**config.mk**
```make
export PLATFORM = sky130hd
export DESIGN_NAME = rev_demux4_deser_flat
export DESIGN_NICKNAME = d
export VERILOG_FILES = /design/src/rtl/rev_demux4_deser_pkg.sv /design/src/rtl/rev_demux4_deser_if.sv /design/src/rtl/rev_demux2.sv /design/src/rtl/rev_demux4_deser.sv /design/src/flat_wrapper.sv
export SDC_FILE = /design/constraint.sdc
export NUM_CORES = 1
export LEC_CHECK = 0
export ABC_AREA = 1
export BUFFER_PORTS_ARGS = -buffer_cell sky130_fd_sc_hd__clkbuf_2
export CORE_MARGIN = 2
export CORE_UTILIZATION = 35
export CTS_CLUSTER_DIAMETER = 200
export DETAILED_ROUTE_END_ITERATION = 7
export GPL_ROUTABILITY_DRIVEN = 0
export GPL_TIMING_DRIVEN = 0
export HOLD_SLACK_MARGIN = 0.05
export PLACE_DENSITY = 0.62
export SLEW_MARGIN = 30
export SYNTH_ARGS = -nofsm -noshare
export SYNTH_HDL_FRONTEND = slang
export SYNTH_SLANG_ARGS = --single-unit
export TNS_END_PERCENT = 100
```
**constraint.sdc**
```tcl
create_clock -name clk -period 3.7 [get_ports clk]
set_input_delay 0.185 -clock clk [delete_from_list [all_inputs] [get_ports clk]]
set_output_delay 0.185 -clock clk [all_outputs]
set_load 0.01 [all_outputs]
```
**src/rtl/rev_demux4_deser_pkg.sv**
```systemverilog
// Shared constants, mode encoding and lane-strobe helper for the reversible 1:4 deserialiser.
package rev_demux4_deser_pkg;

  localparam int unsigned LANES  = 4;
  localparam int unsigned LANE_W = 2;

  typedef enum logic {
    ModeAuto = 1'b0,
    ModeAddr = 1'b1
  } mode_e;

  function automatic logic [LANES-1:0] onehot4(input logic [LANE_W-1:0] idx);
    onehot4 = 4'b0001 << idx;
  endfunction

endpackage

```
**src/rtl/rev_demux4_deser_if.sv**
```systemverilog
// Serial-in / lane-out bundle of the reversible 1:4 deserialiser.
interface rev_demux4_deser_if;
  import rev_demux4_deser_pkg::*;

  logic              din;
  logic              din_valid;
  logic              mode;
  logic [LANE_W-1:0] sel;
  logic              clear;
  logic [LANES-1:0]  y;
  logic [LANES-1:0]  lane_strb;
  logic [LANES-1:0]  word;
  logic              word_valid;
  logic [LANE_W-1:0] ptr;

  modport master (
    output din, din_valid, mode, sel, clear,
    input  y, lane_strb, word, word_valid, ptr
  );

  modport slave (
    input  din, din_valid, mode, sel, clear,
    output y, lane_strb, word, word_valid, ptr
  );

endinterface

```
**src/rtl/rev_demux2.sv**
```systemverilog
// Reversible 1:2 demux: Fredkin gate with its third input tied to 0.
module rev_demux2 (
  input  logic a,
  input  logic b,
  output logic p,
  output logic q,
  output logic r
);

  assign p = a;
  assign q = ~a & b;
  assign r = a & b;

endmodule

```
**src/rtl/rev_demux4_deser.sv**
```systemverilog
// Registered 1:4 serial-to-parallel front end built on a tree of reversible 1:2 demux cells.
module rev_demux4_deser
  import rev_demux4_deser_pkg::*;
#(
  parameter bit MSB_FIRST = 1'b0
) (
  input logic               clk,
  input logic               rst_n,
  rev_demux4_deser_if.slave bus
);

  logic              mode_q;
  logic [LANE_W-1:0] ptr_q;
  logic [LANES-1:0]  lanes_q;
  logic [LANES-1:0]  y_q;
  logic [LANES-1:0]  strb_q;
  logic [LANES-1:0]  word_q;
  logic              word_valid_q;

  logic              mode_chg;
  logic [LANE_W-1:0] ptr_eff;
  logic [LANE_W-1:0] lane;
  logic [LANES-1:0]  lanes_eff;
  logic [LANES-1:0]  lanes_wr;
  logic [LANES-1:0]  routed;
  logic              upper;
  logic              lower;
  logic              s0_chain;
  logic              unused_p_s1;
  logic              unused_p_hi;

  // A mode change restarts assembly before this cycle's write is applied.
  always_comb begin
    mode_chg  = (bus.mode != mode_q);
    ptr_eff   = mode_chg ? '0 : ptr_q;
    lanes_eff = mode_chg ? '0 : lanes_q;
    if (bus.mode == ModeAddr) begin
      lane = bus.sel;
    end else if (MSB_FIRST) begin
      lane = LANE_W'(LANES - 1) - ptr_eff;
    end else begin
      lane = ptr_eff;
    end
    lanes_wr       = lanes_eff;
    lanes_wr[lane] = bus.din;
  end

  // Stage 1 splits on s1; stage 2 splits each branch on s0, with the select
  // passed through the lower cell's p output. Unused p outputs are garbage.
  rev_demux2 u_stage1 (
    .a (lane[1]),
    .b (bus.din),
    .p (unused_p_s1),
    .q (lower),
    .r (upper)
  );

  rev_demux2 u_stage2_lo (
    .a (lane[0]),
    .b (lower),
    .p (s0_chain),
    .q (routed[0]),
    .r (routed[1])
  );

  rev_demux2 u_stage2_hi (
    .a (s0_chain),
    .b (upper),
    .p (unused_p_hi),
    .q (routed[2]),
    .r (routed[3])
  );

  always_ff @(posedge clk or negedge rst_n) begin
    if (!rst_n) begin
      mode_q       <= ModeAuto;
      ptr_q        <= '0;
      lanes_q      <= '0;
      y_q          <= '0;
      strb_q       <= '0;
      word_q       <= '0;
      word_valid_q <= 1'b0;
    end else begin
      mode_q <= bus.mode;
      if (bus.clear) begin
        ptr_q        <= '0;
        lanes_q      <= '0;
        y_q          <= '0;
        strb_q       <= '0;
        word_valid_q <= 1'b0;
      end else if (bus.din_valid) begin
        y_q          <= routed;
        strb_q       <= onehot4(lane);
        word_valid_q <= 1'b0;
        lanes_q      <= lanes_wr;
        if (bus.mode == ModeAddr) begin
          ptr_q <= ptr_eff;
        end else begin
          ptr_q <= ptr_eff + LANE_W'(1);
          if (ptr_eff == LANE_W'(LANES - 1)) begin
            word_q       <= lanes_wr;
            word_valid_q <= 1'b1;
            lanes_q      <= '0;
          end
        end
      end else begin
        y_q          <= '0;
        strb_q       <= '0;
        word_valid_q <= 1'b0;
        ptr_q        <= ptr_eff;
        lanes_q      <= lanes_eff;
      end
    end
  end

  assign bus.y          = y_q;
  assign bus.lane_strb  = strb_q;
  assign bus.word       = word_q;
  assign bus.word_valid = word_valid_q;
  assign bus.ptr        = ptr_q;

endmodule

```
**src/flat_wrapper.sv**
```systemverilog
// flat-port wrapper written by rule: the top's interface ports become plain ports
module rev_demux4_deser_flat import rev_demux4_deser_pkg::*;
#(
  parameter bit MSB_FIRST = 1'b0
)
  (clk, rst_n, bus_din, bus_din_valid, bus_mode, bus_sel, bus_clear, bus_y, bus_lane_strb, bus_word, bus_word_valid, bus_ptr);
  rev_demux4_deser_if bus_i ();
  input logic clk;
  input logic rst_n;
  input wire logic [$bits(bus_i.din)-1:0] bus_din;
  input wire logic [$bits(bus_i.din_valid)-1:0] bus_din_valid;
  input wire logic [$bits(bus_i.mode)-1:0] bus_mode;
  input wire logic [$bits(bus_i.sel)-1:0] bus_sel;
  input wire logic [$bits(bus_i.clear)-1:0] bus_clear;
  output wire logic [$bits(bus_i.y)-1:0] bus_y;
  output wire logic [$bits(bus_i.lane_strb)-1:0] bus_lane_strb;
  output wire logic [$bits(bus_i.word)-1:0] bus_word;
  output wire logic [$bits(bus_i.word_valid)-1:0] bus_word_valid;
  output wire logic [$bits(bus_i.ptr)-1:0] bus_ptr;
  assign bus_i.din = bus_din;
  assign bus_i.din_valid = bus_din_valid;
  assign bus_i.mode = bus_mode;
  assign bus_i.sel = bus_sel;
  assign bus_i.clear = bus_clear;
  assign bus_y = bus_i.y;
  assign bus_lane_strb = bus_i.lane_strb;
  assign bus_word = bus_i.word;
  assign bus_word_valid = bus_i.word_valid;
  assign bus_ptr = bus_i.ptr;
  rev_demux4_deser #(.MSB_FIRST(MSB_FIRST)) u_core (.clk(clk), .rst_n(rst_n), .bus(bus_i));
endmodule
```
==> results of run 1 <==
-- per-stage QoR --
stage	hold slack (ps)	std cells	cell area [um2]
finish	78.22	160	1119
floorplan	-110.6	103	908.4
detailed placement	170.3	155	1056
global placement	164.2	155	1056
CTS	72.83	160	1119
global route	70.98	160	1119
-- timing repair --
action                    4_1_cts  5_1_grt
gates resized for setup         0        0
hold buffers                    1        0
hold endpoints to repair       20        0
-- power groups by stage --
stage	registers [mW]	logic, mW	clock network (mW)
after floorplan	0.232	0.0241	0
final	0.227	0.0445	0.179
after global routing	0.228	0.0514	0.193
after global placement	0.231	0.0434	0
after CTS	0.227	0.0452	0.181
after detailed placement	0.231	0.0443	0
-- metal layers --
layer	vias to the layer above	share of wire, %	track usage (%)
li1	384	-	-
met1	342	43	15.68
met2	18	50	25.40
met3	5	4.6	1.613
met4	0	2.9	8.537
met5	-	0	0
-- cells by family after synthesis --
| kind of cell | count (synthesis) | share of synthesized area (%) |
|---|---|---|
| and+or+nand+nor | 57 | 29.89 |
| AOI/OAI and AO/OA | 13 | 8.816 |
| buffers and inverters | 13 | 6.199 |
| DFF | 20 | 55.10 |
-- worst max path at each step --
| stage | from | to | slack, ps | cells after the start |
|---|---|---|---|---|
| floorplan | u_core.mode_q | u_core.lanes_q[3] | 2510 | 8 |
| CTS | u_core.mode_q | u_core.lanes_q[3] | 2380 | 8 |
| global route | u_core.mode_q | u_core.lanes_q[3] | 2200 | 8 |
| detailed placement | u_core.mode_q | u_core.lanes_q[3] | 2410 | 8 |
| global placement | u_core.mode_q | u_core.lanes_q[3] | 2400 | 8 |
| finish | u_core.mode_q | u_core.lanes_q[3] | 2380 | 8 |
-- Yosys cell counts, drive strengths merged --
| cell type | number |
|---|---|
| a211oi | 1 |
| nor2 | 21 |
| buf | 1 |
| nor3 | 1 |
| nand2 | 28 |
| o31ai | 1 |
| a31oi | 4 |
| nand3b | 1 |
| inv | 12 |
| nand3 | 5 |
| or2 | 1 |
| a21oi | 5 |
| dfrtp | 20 |
| o21ai | 1 |
| o22ai | 1 |
-- final cells by class --
| cell class | count | share of cell area, % |
|---|---|---|
| flip-flops and latches | 20 | 44.74 |
| clock buffers | 3 | 2.013 |
| clock inverters | 1 | 2.685 |
| inverters | 12 | 4.027 |
| plain buffers | 1 | 1.007 |
| well taps | 30 | 3.356 |
| repair buffers | 23 | 10.74 |
| multi-input cells | 70 | 31.43 |
-- critical path, stage by stage, from the launching register on --
cell and delay [ps]:
dfrtp_1 420, nor2_4 220, nand2_1 80, nand2_1 120, nand2_1 100, nand2_1 80
nand3_1 70, nand3b_1 90, inv_1 40
-- registers in the layout (all words and copies together), names as in the netlist --
name,cells
u_core.bus.word_valid,1
u_core.bus.y,4
u_core.bus.lane_strb,4
u_core.bus.word,4
u_core.bus.ptr,2
u_core.lanes_q,4
u_core.mode_q,1
==> results.md, run 1 <==
- Unrepaired setup endpoints after global routing: false
- Total power: 450.1 uW
- Hold-critical path depth: 1
- Worst Max-Slew Pin Slew: 474.8 ps
- Residual DRC count: 0
- CTS Buf Count: 3
- Fraction of layout cells with a size suffix above 1: 27.69%
- PwrDens: 402.4 nW/um2
- Critical hold path startpoint: bus_mode
- Hold Path Class: in -> reg
- GR Util All Layers: 14.07%
- Maximum vdd ir drop: 0.0002247 V
- Net Sw Frac: 22.74%
- Post-DRT Antenna Nets: 0
- Longest Clk Path Bufs: 2
- Synth Register Bits: 20
- Worst endpoint required time: 3910 ps
- P_sw: 102.3 uW
- Hold path endpoint: u_core.mode_q
- Sequential power share: 50.3%
- Yosys warnings: 0
- P_leak: 0.6068 nW
- Most frequent cells in the layout: nand2_1, clkbuf_2, dfrtp_1, nor2_1, inv_1
- ANT cells: 0
- Skew-Pair Late Insertion Delay: 310 ps
- Sequential share of the synthesized area: 55.10%
- Global route overflow: 0
- Fin. max-slew vios: 0
- Final Hold Vio Count: 0
- Yosys top cell by area: dfrtp_1
- Final Routed Wirelength: 1.688 mm
- Syn_area_per_cell: 8.819 um2
- Die area: 3019 um2
- Core area: 2477 um2
- Total negative slack: 0 ps
- Syn nets: 111
- Multi-input gate area: 351.6 um2
- Crit Reg-Reg Endpoint: u_core.lanes_q[3]
- Final Util: 45.15%
- Area Overhead vs Synth: 23.14%
- Register area: 500.5 um2
- Top-area cell type share of the netlist area: 55.10%
- Max FO, Critical Path: 8
- Reg clk slew, reported paths: 110 ps
- Setup Buffers After CTS: 0
- Routed len/inst: 10.55 um
- Post-synthesis cell type count: 22
- Synthesized area: 908.4 um2
- R2r setup slk: 2380 ps
- Final setup viols: 0
- Starting Density: 36.67%
- Part of the power in the clock network: 39.8%
- Die W: 54.95 um
- Commonest non-fill, non-tap cell in the layout: nand2_1
- Io pins: 23
- Drt first pass iters: 4
- Fillers: 252
- Routed vias/inst: 4.681
- Final setup margin: 2376 ps
- R2R depth: 8
- Die Y: 54.95 um
- Critical path class: reg -> reg
- Htree depth: 1
- Final clock skew: 4.045 ps
- NumNets Final: 139
- Port bufs: 22
- Vias in the first global route: 716
- Slew margin rel.: 68.34%
- Logic gate share of total power: 9.9%
- Clock sinks: 20
- Cells after Synth: 103
- Status: finished, final reports clean
- HPWL Detailed: 1.336 mm
- Initial antenna violation count: 0
- Max frequency: 755.3 MHz
- Part of the cycle the worst path needs: 35.78%
- Number of max-cap violations: 0
- Via Count: 749
- Fin crit period: 1324 ps
- CP Launch Type: flip-flop
- Dominant cells by area after synthesis: dfrtp_1, nand2_1, nor2_1
- Crit path DAT: 1540 ps
- Pin count of the biggest net entering global routing: 21
- Root Buffer: clkbuf_4
- Floorplan row count: 18
- CP Capture Type: flip-flop
- 1st-iter DRT viols: 8
- Worst r2r src: u_core.mode_q
- Internal: 347.8 uW
- Pre-CTS setup slack: 2405 ps
- First-pass GRT wire length: 3.001 mm
- CTS tree: done
(Power assumes the default switching activity.)
==> run 2: changes to the inputs <==
--- a/config.mk
+++ b/config.mk
@@ -14,7 +14,7 @@
 export GPL_ROUTABILITY_DRIVEN = 0
 export GPL_TIMING_DRIVEN = 0
 export HOLD_SLACK_MARGIN = 0.05
-export PLACE_DENSITY = 0.62
+export PLACE_DENSITY = 0.64
 export SLEW_MARGIN = 30
 export SYNTH_ARGS = -nofsm -noshare
 export SYNTH_HDL_FRONTEND = slang
==> constraint.sdc (replaced) <==
create_clock -name clk -period 1.1 [get_ports clk]
set_input_delay 0.055 -clock clk [delete_from_list [all_inputs] [get_ports clk]]
set_output_delay 0.055 -clock clk [all_outputs]
set_load 0.01 [all_outputs]
==> run 2 against run 1 <==
Effect of this change:
- non-clock buffer count increased by 5
- the run now ends with negative setup slack left
- hold slack improved by 10 ps
- combinational power grew to 4.1 times the previous value
- global-route usage up 0.13 points
- utilization is 4.4 points higher
- largest power group unchanged
- sequential share of layout area shrank 3.9 points
- highest routed layer unchanged
- power grew to 3.4 times the previous value
- die area unchanged
- worst setup slack worse by 2600 ps
- sequential cell count did not move
==> results.md, run 2 (synthesized netlist as in run 1, its figures left out) <==
- Logic gate share of total power: 11.7%
- P_sw: 351.2 uW
- Part of the cycle the worst path needs: 117.5%
- Clock sinks: 20
- Slew margin rel.: 68.33%
- Net Sw Frac: 22.84%
- NumNets Final: 145
- Hold WS: 88.17 ps
- Internal: 1.186 mW
- Post-DRT Antenna Nets: 0
- Part of the power in the clock network: 38.6%
- Port bufs: 22
- Drt first pass iters: 4
- Area Overhead vs Synth: 35.26%
- Crit Reg-Reg Endpoint: u_core.lanes_q[3]
- Final Util: 49.60%
- Sequential power share: 49.7%
- Residual DRC count: 0
- Max FO, Critical Path: 6
- Htree depth: 1
- Fillers: 236
- P_leak: 0.6340 nW
- R2R depth: 6
- R2r setup slk: -190 ps
- PwrDens: 1251 nW/um2
- Root Buffer: clkbuf_4
- Reg clk slew, reported paths: 110 ps
- CP Capture Type: flip-flop
- Io pins: 23
- Final clock skew: 4.716 ps
- Critical path class: reg -> reg
- Initial antenna violation count: 0
- Max frequency: 773.6 MHz
- Placed cell areas: 1059 um2
- Crit path DAT: 1490 ps
- Maximum vdd ir drop: 0.0008084 V
- Via Count: 777
- Critical hold path startpoint: bus_clear
- Total power: 1.537 mW
- Die W: 54.95 um
- Core area: 2477 um2
- CTS tree: done
- Longest Clk Path Bufs: 2
- Floorplan row count: 18
- HPWL Detailed: 1.385 mm
- Final Routed Wirelength: 1.917 mm
- Vias in the first global route: 755
- Final Hold Vio Count: 0
- ANT cells: 0
- CTS Buf Count: 3
- Final setup margin: -192.7 ps
- Worst Max-Slew Pin Slew: 475.0 ps
- Hold Path Class: in -> reg
- Unrepaired setup endpoints after global routing: true
- Pin count of the biggest net entering global routing: 21
- Status: finished with violations
- Final instance area: 1229 um2
- 1st-iter DRT viols: 7
- First-pass GRT wire length: 3.125 mm
- GR Util All Layers: 14.20%
- Fraction of layout cells with a size suffix above 1: 37.50%
- Worst r2r src: u_core.mode_q
- Total negative slack: -1521 ps
- DP Cell Count: 155
- Global route overflow: 0
- Routed len/inst: 11.55 um
- Number of max-cap violations: 0
- Die area: 3019 um2
- CP Launch Type: flip-flop
- Fin crit period: 1293 ps
- Worst endpoint required time: 1300 ps
- Hold path endpoint: u_core.lanes_q[3]
- Final Non-Filler Cells: 166
- Pre-CTS setup slack: -201.1 ps
- Skew-Pair Late Insertion Delay: 290 ps
- Failing checks: negative setup slack
- Most frequent cells in the layout: nand2_1, clkbuf_2, dfrtp_1, nor2_1, inv_1
- Hold-critical path depth: 4
- Routed vias/inst: 4.681
- Final setup viols: 12
- Die Y: 54.95 um
- Starting Density: 36.67%
- Fin. max-slew vios: 0
-- run 2: cell count changes in the layout (fill, tap and decap cells not counted), sizes merged --
cell and change:
buf +2, dlygate4sd3 +3, nor2 +1
-- run 2: final cells by class --
| type | instances | area, um2 | area share, % |
|---|---|---|---|
| buffer | 1 | 11.26 | 0.9165 |
| sequential | 20 | 501.7 | 40.83 |
| inverter | 12 | 45.04 | 3.666 |
| clock inverter | 1 | 30.03 | 2.444 |
| multi-input combinational | 71 | 411.6 | 33.50 |
| tap | 30 | 37.54 | 3.055 |
| clock buffer | 3 | 22.52 | 1.833 |
| timing repair buffer | 28 | 168.9 | 13.75 |
-- run 2: power groups by stage --
stage | registers (mW) | logic (mW) | clock network [mW]
3_5_place_dp | 0.777 | 0.148 | 0
3_3_place_gp | 0.776 | 0.146 | 0
6_report | 0.764 | 0.181 | 0.593
5_1_grt | 0.767 | 0.204 | 0.633
2_1_floorplan | 0.781 | 0.0822 | 0
4_1_cts | 0.763 | 0.176 | 0.600
-- run 2: how the worst max path moves through the flow --
stage                        startpoint            endpoint  slack (ps)
after floorplan           u_core.mode_q   u_core.lanes_q[3]         -80
final                     u_core.mode_q   u_core.lanes_q[3]        -190
after detailed placement  u_core.mode_q   u_core.lanes_q[3]        -200
after global placement    u_core.mode_q   u_core.lanes_q[3]        -170
after CTS                 u_core.mode_q  u_core.bus.word[0]        -200
after global routing      u_core.mode_q  u_core.bus.word[0]        -290
-- run 2: what timing repair did --
item	in CTS	in global routing
cloned	0	1
pin swaps	5	4
gates resized for setup	12	4
setup buffers	2	1
endpoints found under the hold margin	27	0
hold buffers	4	0
endpoints found under the setup margin	14	19
-- run 2: worst max-delay path, stage by stage (launching register included) --
cell	delay [ps]
dfrtp_1	430
nor2_4	190
buf_6	140
nand3_4	120
nor2_2	150
nand3b_1	130
inv_1	40
-- run 2: metal layers --
metal | vias up | routed length (um) | share of wire [%] | track usage, %
li1 | 394 | - | - | -
met3 | 4 | 77 | 4.0 | 1.613
met1 | 357 | 809 | 42 | 14.72
met2 | 22 | 991 | 52 | 29.37
met4 | 0 | 40 | 2.1 | 3.659
met5 | - | 0 | 0 | 0
==> run 3: changes to the inputs <==
--- a/config.mk
+++ b/config.mk
@@ -7,13 +7,13 @@
 export LEC_CHECK = 0
 export ABC_AREA = 1
 export BUFFER_PORTS_ARGS = -buffer_cell sky130_fd_sc_hd__clkbuf_2
-export CORE_MARGIN = 2
 export CORE_UTILIZATION = 35
 export CTS_CLUSTER_DIAMETER = 200
 export DETAILED_ROUTE_END_ITERATION = 7
 export GPL_ROUTABILITY_DRIVEN = 0
 export GPL_TIMING_DRIVEN = 0
 export HOLD_SLACK_MARGIN = 0.05
+export MAX_ROUTING_LAYER = met4
 export PLACE_DENSITY = 0.64
 export SLEW_MARGIN = 30
 export SYNTH_ARGS = -nofsm -noshare
==> run 3 against run 2 <==
Effect of this change:
- clock power increased by 0.8%
- utilization increased by 6.8 points
- cell area increased by 13%
- cell count increased by 1.2%
- register-to-register slack got worse by 20 ps
- global-route usage increased by 2.3 points
- critical path depth increased by 1
- count of clock-buffer cells in the layout unchanged
- the flow still finishes with violations (negative setup slack)
- via count increased by 2.1%
- die area decreased by 7.1%
- non-clock buffer count increased by 3
==> results.md, run 3 (synthesized netlist as in run 1, its figures left out) <==
- Status: finished with violations
- Failing checks: negative setup slack
- Hold WS: 4.910 ps
- Drt first pass iters: 4
- Fraction of layout cells with a size suffix above 1: 53.62%
- DP Cell Count: 155
- CP Launch Type: flip-flop
- Reg clk slew, reported paths: 120 ps
- ANT cells: 0
- Crit path cell chain: nor2_4 -> buf_12 -> a21oi_4 -> nand2_2 -> nand2_2 -> buf_4 -> a31oi_1
- CTS Buf Count: 3
- HPWL Detailed: 1.385 mm
- Vias in the first global route: 687
- Root Buffer: clkbuf_4
- Fin crit period: 1316 ps
- Global route overflow: 0
- Max FO, Critical Path: 7
- Total power: 1.610 mW
- Part of the cycle the worst path needs: 119.6%
- Worst endpoint required time: 1290 ps
- Commonest non-fill, non-tap cell in the layout: clkbuf_2
- Pre-CTS setup slack: -190.3 ps
- Critical path's largest stage delay: 400 ps
- PwrDens: 1163 nW/um2
- Initial antenna violation count: 0
- Floorplan row count: 18
- Die Y: 52.95 um
- Post-DRT Antenna Nets: 0
- CP Capture Type: flip-flop
- CTS tree: done
- Unrepaired setup endpoints after global routing: true
- Htree depth: 1
- Most repeated library cell on the critical path: nand2_2
- Final Routed Wirelength: 2.097 mm
- 1st-iter DRT viols: 9
- First-pass GRT wire length: 3.167 mm
- Hold Path Class: in -> reg
- Final Non-Filler Cells: 168
- Final clock skew: 6.899 ps
- Clock sinks: 20
- Maximum vdd ir drop: 0.0007540 V
- Final Hold Vio Count: 0
- Worst Max-Slew Pin Slew: 485.9 ps
- Routed vias/inst: 4.720
- Via Count: 793
- Longest Clk Path Bufs: 2
- Core area: 2455 um2
- GR Util All Layers: 16.53%
- Fin. max-slew vios: 0
- Pin count of the biggest net entering global routing: 21
- NumNets Final: 147
- Placed cell areas: 1059 um2
- CP max stage cell: dfrtp_1
- Die W: 52.95 um
- CTS Hold Bufs: 3
- Crit path DAT: 1510 ps
- Number of max-cap violations: 0
- Final instance area: 1385 um2
- Most frequent cells in the layout: clkbuf_2, dfrtp_1, nand2_1, inv_1, nand2_2
- Skew-Pair Late Insertion Delay: 300 ps
- Area Overhead vs Synth: 52.48%
- Critical path class: reg -> reg
- Die area: 2803 um2
- Io pins: 23
- Slew margin rel.: 67.61%
- Residual DRC count: 0
- Final setup viols: 16
- Max frequency: 760.1 MHz
- P_leak: 0.6882 nW
- Final setup margin: -215.6 ps
- Routed len/inst: 12.48 um
- Port bufs: 22
- Starting Density: 37.00%
[run 3: path summary, 6_finish.rpt]
path | slack, ps | to | depth (start not counted) | from
max | -220 | u_core.bus.word[0] | 7 | u_core.mode_q
min | 5 | u_core.lanes_q[0] | 2 | bus_clear
max reg2reg | -220 | u_core.bus.word[0] | 7 | u_core.mode_q
min reg2reg | 570 | u_core.bus.word[1] | 2 | u_core.bus.word[1]
max in group asynchronous | 500 | u_core.bus.ptr[1] | 2 | rst_n
min in group asynchronous | 240 | u_core.bus.lane_strb[0] | 2 | rst_n
[run 3: through the flow]
step	utilization, %	TNS [ps]
final	56.42	-2050
after global routing	56.42	-3146
after CTS	50.46	-1184
after detailed placement	43.12	-1243
after global placement	43.12	-1014
after floorplan	-	-195.1
[run 3: routing by layer]
layer  global-route usage, %  wire length (um)  share of wire (%)  vias up
met5                       -                 0                  0        -
met4                   7.895                42                2.0        0
met3                   3.161                96                4.6        7
met2                   25.95              1050                 50       24
met1                   20.39               907                 43      362
li1                        -                 -                  -      400
[run 3: critical path, delay by kind of cell (launching register included)]
family | cells | cell delay [ps]
flip-flops | 1 | 400
AO/OA/AOI/OAI | 2 | 320
AND/OR/NAND/NOR | 3 | 250
buffers and inverters | 2 | 240
[run 3: repair_timing]
item                                    4_1_cts  5_1_grt
buffers inserted                              3        3
hold endpoints to repair                     27        4
endpoints found under the setup margin       13       20
gates resized for setup                      17       33
pin swaps                                     4       11
[run 3: report_power, final]
| group | internal [mW] | leakage, nW | switching, mW |
|---|---|---|---|
| Combinational | 0.0935 | 0.390 | 0.154 |
| Sequential | 0.752 | 0.271 | 0.0132 |
| Clock | 0.368 | 0.0279 | 0.230 |
[run 3: cell type report]
cell class	instances	area (um2)
plain buffers	1	11.26
well taps	30	37.54
fillers	202	1070
multi-input cells	70	534.3
flip-flops and latches	20	503.0
clock inverters	1	30.03
inverters	12	45.04
clock buffers	3	22.52
repair buffers	31	201.4
